### config.mk
export PLATFORM = sky130hd
export DESIGN_NAME = conv_sequencer
export DESIGN_NICKNAME = d
export VERILOG_FILES = /design/src/rtl/conv_pkg.sv /design/src/rtl/conv_pos_counter.sv /design/src/rtl/conv_sequencer.sv
export SDC_FILE = /design/constraint.sdc
export NUM_CORES = 1
export LEC_CHECK = 0
export CAP_MARGIN = 10
export CORE_MARGIN = 5
export CORE_UTILIZATION = 35
export CTS_CLUSTER_DIAMETER = 80
export DETAILED_ROUTE_END_ITERATION = 8
export HOLD_SLACK_MARGIN = 0.05
export PLACE_DENSITY_LB_ADDON = 0.3
export RECOVER_POWER = 100
export SLEW_MARGIN = 5
export SYNTH_ARGS = -nofsm -noshare
export SYNTH_HDL_FRONTEND = slang
export SYNTH_SLANG_ARGS = --single-unit
export TNS_END_PERCENT = 100
### constraint.sdc
create_clock -name clk -period 2.1 [get_ports clk]
set_input_delay 0.21 -clock clk [delete_from_list [all_inputs] [get_ports clk]]
set_output_delay 0.21 -clock clk [all_outputs]
set_load 0.05 [all_outputs]
### src/rtl/conv_pkg.sv
// Shared types and constants for the 3x3 convolution sequencer.
package conv_pkg;

  localparam int KERNEL_PHASES = 3;

  typedef logic [$clog2(KERNEL_PHASES)-1:0] phase_t;

  localparam phase_t PHASE_TOP = 2'd0;
  localparam phase_t PHASE_MID = 2'd1;
  localparam phase_t PHASE_BOT = 2'd2;

  typedef enum logic [2:0] {
    IDLE  = 3'd0,
    FETCH = 3'd1,
    MAC0  = 3'd2,
    MAC1  = 3'd3,
    MAC2  = 3'd4,
    OUT   = 3'd5,
    DONE  = 3'd6
  } state_t;

endpackage

### src/rtl/conv_pos_counter.sv
// Row-major output-position counter over the (H-2) x (W-2) valid patch origins.
module conv_pos_counter
  import conv_pkg::*;
#(
  parameter int H     = 28,
  parameter int W     = 28,
  parameter int IDX_W = 5
) (
  input  logic             clk,
  input  logic             rst_n,
  input  logic             clr,
  input  logic             adv,
  output logic [IDX_W-1:0] row,
  output logic [IDX_W-1:0] col,
  output logic [IDX_W-1:0] col_nxt,
  output logic             is_last
);

  localparam logic [IDX_W-1:0] ROW_LAST = IDX_W'(H - 3);
  localparam logic [IDX_W-1:0] COL_LAST = IDX_W'(W - 3);

  logic [IDX_W-1:0] row_nxt;

  assign is_last = (row == ROW_LAST) && (col == COL_LAST);

  always_comb begin
    row_nxt = row;
    col_nxt = col;
    if (clr) begin
      row_nxt = '0;
      col_nxt = '0;
    end else if (adv) begin
      if (col == COL_LAST) begin
        col_nxt = '0;
        row_nxt = row + 1'b1;
      end else begin
        col_nxt = col + 1'b1;
      end
    end
  end

  always_ff @(posedge clk or negedge rst_n) begin
    if (!rst_n) begin
      row <= '0;
      col <= '0;
    end else begin
      row <= row_nxt;
      col <= col_nxt;
    end
  end

endmodule

### src/rtl/conv_sequencer.sv
// Start/done scheduler for the 3x3 convolution datapath: fetch, three MAC phases, result handoff.
// Optional stall counter port stall_cnt is built only when CONV_SEQ_PERF_EN is defined.
module conv_sequencer
  import conv_pkg::*;
#(
  parameter int H     = 28,
  parameter int W     = 28,
  parameter int IDX_W = 5
) (
`ifdef CONV_SEQ_PERF_EN
  output logic [15:0]      stall_cnt,
`endif
  input  logic             clk,
  input  logic             rst_n,
  input  logic             start,
  output logic             busy,
  output logic             done,
  output logic             fetch_req,
  output logic             fetch_full,
  input  logic             fetch_ack,
  output logic [IDX_W-1:0] row,
  output logic [IDX_W-1:0] col,
  output logic [1:0]       mux_sel,
  output logic             acc_en,
  output logic             acc_flush,
  output logic             out_valid,
  input  logic             out_ready
);

  state_t           state, state_nxt;
  logic [IDX_W-1:0] col_nxt;
  logic             is_last;
  logic             accept;
  logic             busy_d, done_d, fetch_req_d, fetch_full_d;
  logic             acc_en_d, acc_flush_d, out_valid_d;
  phase_t           mux_sel_d;

  assign accept = (state == OUT) && out_ready;

  // Wrapping to (0,0) on the last accept leaves row/col cleared in DONE.
  conv_pos_counter #(.H(H), .W(W), .IDX_W(IDX_W)) u_pos (
    .clk     (clk),
    .rst_n   (rst_n),
    .clr     (accept && is_last),
    .adv     (accept && !is_last),
    .row     (row),
    .col     (col),
    .col_nxt (col_nxt),
    .is_last (is_last)
  );

  // Outputs are decoded from the next state and registered alongside it.
  always_ff @(posedge clk or negedge rst_n) begin
    if (!rst_n) begin
      state      <= IDLE;
      busy       <= 1'b0;
      done       <= 1'b0;
      fetch_req  <= 1'b0;
      fetch_full <= 1'b0;
      mux_sel    <= '0;
      acc_en     <= 1'b0;
      acc_flush  <= 1'b0;
      out_valid  <= 1'b0;
    end else begin
      state      <= state_nxt;
      busy       <= busy_d;
      done       <= done_d;
      fetch_req  <= fetch_req_d;
      fetch_full <= fetch_full_d;
      mux_sel    <= mux_sel_d;
      acc_en     <= acc_en_d;
      acc_flush  <= acc_flush_d;
      out_valid  <= out_valid_d;
    end
  end

  always_comb begin
    state_nxt = state;
    case (state)
      IDLE:    if (start) state_nxt = FETCH;
      FETCH:   if (fetch_ack) state_nxt = MAC0;
      MAC0:    state_nxt = MAC1;
      MAC1:    state_nxt = MAC2;
      MAC2:    state_nxt = OUT;
      OUT:     if (out_ready) state_nxt = is_last ? DONE : FETCH;
      DONE:    state_nxt = IDLE;
      default: state_nxt = IDLE;
    endcase
  end

  always_comb begin
    busy_d       = 1'b0;
    done_d       = 1'b0;
    fetch_req_d  = 1'b0;
    fetch_full_d = 1'b0;
    mux_sel_d    = PHASE_TOP;
    acc_en_d     = 1'b0;
    acc_flush_d  = 1'b0;
    out_valid_d  = 1'b0;
    case (state_nxt)
      FETCH: begin
        busy_d       = 1'b1;
        fetch_req_d  = 1'b1;
        fetch_full_d = (col_nxt == '0);
      end
      MAC0: begin
        busy_d      = 1'b1;
        acc_en_d    = 1'b1;
        acc_flush_d = 1'b1;
        mux_sel_d   = PHASE_TOP;
      end
      MAC1: begin
        busy_d    = 1'b1;
        acc_en_d  = 1'b1;
        mux_sel_d = PHASE_MID;
      end
      MAC2: begin
        busy_d    = 1'b1;
        acc_en_d  = 1'b1;
        mux_sel_d = PHASE_BOT;
      end
      OUT: begin
        busy_d      = 1'b1;
        out_valid_d = 1'b1;
      end
      DONE:    done_d = 1'b1;
      default: ;
    endcase
  end

`ifdef CONV_SEQ_PERF_EN
  always_ff @(posedge clk or negedge rst_n) begin
    if (!rst_n) begin
      stall_cnt <= '0;
    end else if ((state == IDLE) && start) begin
      stall_cnt <= '0;
    end else if (((state == FETCH && !fetch_ack) || (state == OUT && !out_ready)) &&
                 (stall_cnt != 16'hFFFF)) begin
      stall_cnt <= stall_cnt + 16'd1;
    end
  end
`endif

endmodule
## Yosys cells after proc, flatten, opt, wreduce, memory -nomap -nowiden

Cells that the tools add are included.

- Output and inout bits: 19
- ROM bits: 0
- Word-level logic and storage cells: 57
- Memories: 0
- Flip-flop bits (word level): 22
- Input port bits: 5
- RAM bits: 0
- Bits in latches: 0

- Reduce and logical (&&, ||, !) cells: 12
- Divide/modulo/power cells: 0
- Multiplexer cells: 19
- Eq/ne operators: 13
- Bitwise operators: 0
- Shifts and indexed selects: 0
- Multipliers: 0
- Magnitude comparators: 0
- Add/subtract/negate cells: 2

Operators with widths:

| cell | count |
|---|---|
| 2-to-1 mux 5 bit | 6 |
| one-hot mux 3 bit (6 select lines) | 1 |
| equality test 3 bit, second input constant | 5 |
| equality test 3 x 2 -> 1 bit, second input constant | 4 |
| 2-to-1 mux 3 bit | 4 |
| adder 5 x 1 -> 5 bit, second input constant | 2 |
| equality test 5 bit, second input constant | 2 |
| 2-to-1 mux 1 bit | 7 |
| equality test 3 x 1 -> 1 bit, second input constant | 2 |
| zero test 5 bit | 1 |
| OR reduction 5 bit | 1 |
| logical AND 1 bit | 4 |
| one-hot mux 2 bit (2 select lines) | 1 |
| nonzero test 2 bit | 2 |
| zero test 3 bit | 1 |
| OR reduction 3 bit | 1 |
| AND reduction 2 bit | 1 |
| zero test 1 bit | 1 |

## Longest topological paths before layout

- Depth after elaboration: 8
- Depth in mapped cells: 7
- Depth with buffers taken out: 7

## Modules after synthesis

From an unflattened synthesis, not the netlist that was laid out.

- Cells, all modules: 102
- Area, all modules: 1091.0 µm²

Modules (own cells, without submodules):

| module | instances | area each (µm²) | cells each | sequential area each (µm²) |
|---|---|---|---|---|
| conv_pos_counter | 1 | 565.5 | 55 | 250.2 |
| conv_sequencer | 1 | 525.5 | 47 | 300.3 |

## Worst setup path before layout

Ideal clock, no wire load.

- Path type: register to register
- Start point: reg u_pos.col[1]
- End point: reg fetch_full
- Data arrival time: 1.992 ns
- Cell stages (with the launch flop): 8
- Path buffers: 0
- Setup time: 0.096 ns
- Slack: 0.013 ns
- Clock period less this slack: 2.087 ns
- Required time: 2.004 ns
- Cells stage by stage: dfrtp_1 inv_1 ha_1 nand4b_4 o21bai_1 a31o_1 or3_1 nor4_2

- Elaborated cells on any way between the ends: 15
- Those cells by class: add/sub: 1; eq/ne: 2; mux: 7; reduce/logical: 5

RTL lines:

| element | line | source |
|---|---|---|
| from (decl) | conv_pos_counter.sv:14 | `output logic [IDX_W-1:0] col,` |
| from (signal assigned) | conv_pos_counter.sv:48 | `col <= col_nxt;` |
| equality test 5 bit | conv_pos_counter.sv:24 | `assign is_last = (row == ROW_LAST) && (col == COL_LAST);` |
| logical AND 1 bit | conv_pos_counter.sv:24 |  |
| 2-to-1 mux 3 bit (2 in a row) | conv_sequencer.sv:85 | `OUT: if (out_ready) state_nxt = is_last ? DONE : FETCH;` |
| one-hot mux 3 bit (6 select lines) | conv_sequencer.sv:79 | `case (state)` |
| named net state_nxt[2] | conv_sequencer.sv:30 | `state_t state, state_nxt;` |
| equality test 3 x 1 -> 1 bit | conv_sequencer.sv:100 | `case (state_nxt)` |
| 2-to-1 mux 1 bit | conv_sequencer.sv:100 |  |
| named net fetch_full_d | conv_sequencer.sv:34 | `logic busy_d, done_d, fetch_req_d, fetch_full_d;` |
| to (signal assigned) | conv_sequencer.sv:69 | `fetch_full <= fetch_full_d;` |
| to (decl) | conv_sequencer.sv:19 | `output logic fetch_full,` |

The timed path passes the listed nets, and every way through them passes these cells.
A chain may end at the register's enable or synchronous reset.

## Worst setup path in the final report

- Start point: reg u_pos.col[3]
- End point: out col[3]

RTL lines:

| element | line | source |
|---|---|---|
| to (decl) | conv_sequencer.sv:22 | `output logic [IDX_W-1:0] col,` |

No word-level cell between the ends.

==> flow_summary.toml <==
[status]
status = "finished, final reports clean"

[power]
power.internal_w = 0.001077
switchingPower_w = 0.0009071
power.leakage_nw = 0.6157
peakVddDrop_uv = 796.2
combPwrFrac_pct = 49.9
switching_share_pct = 45.72
power_frac_seq_pct = 34.0
powerDensity_mw_per_mm2 = 1487
p_clk_share_pct = 16.1

[sta]
min_period_ns = 1.911
drv_slew = 0
worst_slew_pin_slew_ns = 1.138
max_freq_ghz = 0.5234
slew_headroom_pct = 24.16
rsz0062_at_grt = "no"
fin_setup_tns_ns = 0
finalCritPeriodShare_pct = 90.98
final-setup-viol-count = 0
final_hold_viol_count = 0
clock_skew_ns = 0.002357

[clock_tree]
cts-root-buf = "clkbuf_4"
clk_latency_ns = 0.30
h-tree-depth = 1
cts_tree = "yes"
cts_buffer_depth = 2
postCtsHoldBufs = 0
clock_sinks = 22
post_cts_resized = 0
post_cts_buffers = 0
cts_buffers = 3
cts.clk_slew.worst_paths_ns = 0.12

[yosys]
synth.most_common_cell = "dfrtp_1"
synth_nets = 104
yosysSeqAreaShare_pct = 54.52
synth.avg_cell_area_um2 = 10.63
syn_area_mm2 = 0.001010
synth_cell_types = 29
synthCells = 95
ys_seq_elements = 22
synthArstFlopShare_pct = 100.0
synth_warnings = 0
synth_top_area_cell = "dfrtp_1"
synth_edf_count = 0
ys.flop_type = "dfrtp_1"
synthTopCellsByCount = "dfrtp_1 (22), nand2_1 (11), o21ai_0 (7)"
yosysTopAreaCellShare_pct = 54.52
yosys-top-cells-area = "dfrtp_1 (55%), ha_1 (5.0%), nand2_1 (4.1%), o21ai_0 (3.5%), xor2_1 (2.6%)"

[min_path]
hold_start = "fetch_ack"
min_to = "acc_flush"
hp-class = "primary input to flip-flop"
holdPathStages = 3

[floorplan]
die_area_mm2 = 0.004059
die_h_um = 63.71
boundaryPins = 24
die_width_um = 63.71
fp-row-count = 19
start_util_pct = 36.62
coreArea_mm2 = 0.002758

[worst_setup_path]
r2r_slack_ns = 0.22
critPathBufInv = 1
crit_path_max_fanout = 6
cp_cell_sequence = "dlygate4sd3_1"
cp.arrival_ns = 1.70
r2r-end = "fetch_full"
startpoint_type = "flip-flop"
slowest_delay_ns = 0.91
ff2ff_path_depth = 6
critPathKind = "flip-flop to primary output"
cp_slowest_cell = "dlygate4sd3_1"
cp-end-kind = "primary output"
critPathTopFamily = "buffers and inverters"
cp.required_ns = 1.89
reg2reg_from = "u_pos.row[0]"

[route]
vias_per_cell = 5.130
routed_wirelength_um = 2052
antenna_left = 0
routedWlPerCell_um = 13.32
dr.pass1.iters = 4
via_count = 790
drt_iter0_markers = 35
route.detailed.drc = 0

[layout]
fin_cells = 154
area_delta_synth_final_pct = 32.09
multi_input_area_um2 = 424.2
fin_nets = 133
fillers = 262
seq_area_um2 = 550.5
diodes = 0
layout-drive-gt1-share_pct = 8.130

[global_route]
grt_pass1_vias = 797
grt_max_degree = 23
grt_pass1_wl_um = 3519
antenna_found_initial = 0
grtUsageTotal_pct = 10.72
grt_overflow = 0

[placement]
dp_hpwl_um = 1566
gp_congestion = 0.8958
io_buffers = 23
place_inst = 150

[job]
maxCapViolCount = 0
[registers in the layout, summed over array words and instances (netlist names)]
| name | cells |
|---|---|
| done | 1 |
| u_pos.col | 5 |
| u_pos.row | 5 |
| acc_en | 1 |
| state | 3 |
| fetch_full | 1 |
| acc_flush | 1 |
| out_valid | 1 |
| busy | 1 |
| mux_sel | 2 |
| fetch_req | 1 |
[how the worst max path moves through the flow]
stage                     slack (ns)    endpoint    startpoint  cells past startpoint
after floorplan                 0.01  fetch_full  u_pos.col[1]                      7
after global placement          0.23  fetch_full     out_ready                      6
after detailed placement        0.19  fetch_full     out_ready                      6
after CTS                       0.20  fetch_full  u_pos.row[0]                      6
after global routing            0.05  fetch_full  u_pos.col[1]                      7
final                           0.19      col[3]  u_pos.col[3]                      1
[kinds of logic after synthesis]
group	Yosys count	synth area share, %
AOI/OAI and AO/OA	16	9.541
and+or+nand+nor	41	23.79
DFF	22	54.52
buffers and inverters	8	3.469
muxes	1	1.115
xor gates and xnor gates	3	2.603
adders and majority gates	4	4.957
[power by group through the flow]
stage               clock, W  combinational (W)  sequential, W
finish              0.000320           0.000990       0.000674
global route        0.000344            0.00106       0.000699
CTS                 0.000326            0.00104       0.000677
detailed placement         0            0.00103       0.000687
global placement           0            0.00102       0.000679
floorplan                  0           0.000370        0.00102
[worst min-delay path, cell delays in order]
cell and delay, ns:
clkdlybuf4s50_1 0.41, nand2_1 0.10, nor3_1 0.05
[stage by stage]
stage               util, %  cell area (µm²)  setup slack, ns  hold slack, ns  total power (W)
global route          48.37             1334          0.04690          0.5108         0.002106
floorplan                 -             1010          0.01258        -0.08559         0.001389
finish                48.37             1334           0.1894          0.4991         0.001984
CTS                   48.64             1341           0.1989          0.2530         0.002039
detailed placement    46.73             1289           0.1898          0.5184         0.001717
global placement      46.73             1289           0.2307          0.5236         0.001702
[area by class of cell]
| cell class | count | area share (%) |
|---|---|---|
| Clock buffer | 3 | 1.689 |
| Clock inverter | 1 | 2.251 |
| Inverter | 6 | 1.689 |
| Multi-Input combinational cell | 65 | 31.80 |
| Sequential cell | 22 | 41.28 |
| Tap cell | 31 | 2.908 |
| Timing Repair Buffer | 26 | 18.39 |
[cells in the final DEF, fill, tap and decap left out, drive strengths merged, types with 4 or more instances in the layout]
cell type and count:
inv 6, nor3 5, nand3 5, clkbuf 5
nand2 11, ha 4, o21ai 7, dlygate4sd3 20
nor2 6, dfrtp 22
[per-layer routing]
metal	vias to the layer above	global-route usage (%)	part of all wire [%]
li1	396	-	-
met1	373	12.69	45
met2	19	18.78	50
met3	2	2.842	4.1
met4	0	3.377	0.68
met5	-	0	0
(Power assumes the default switching activity.)
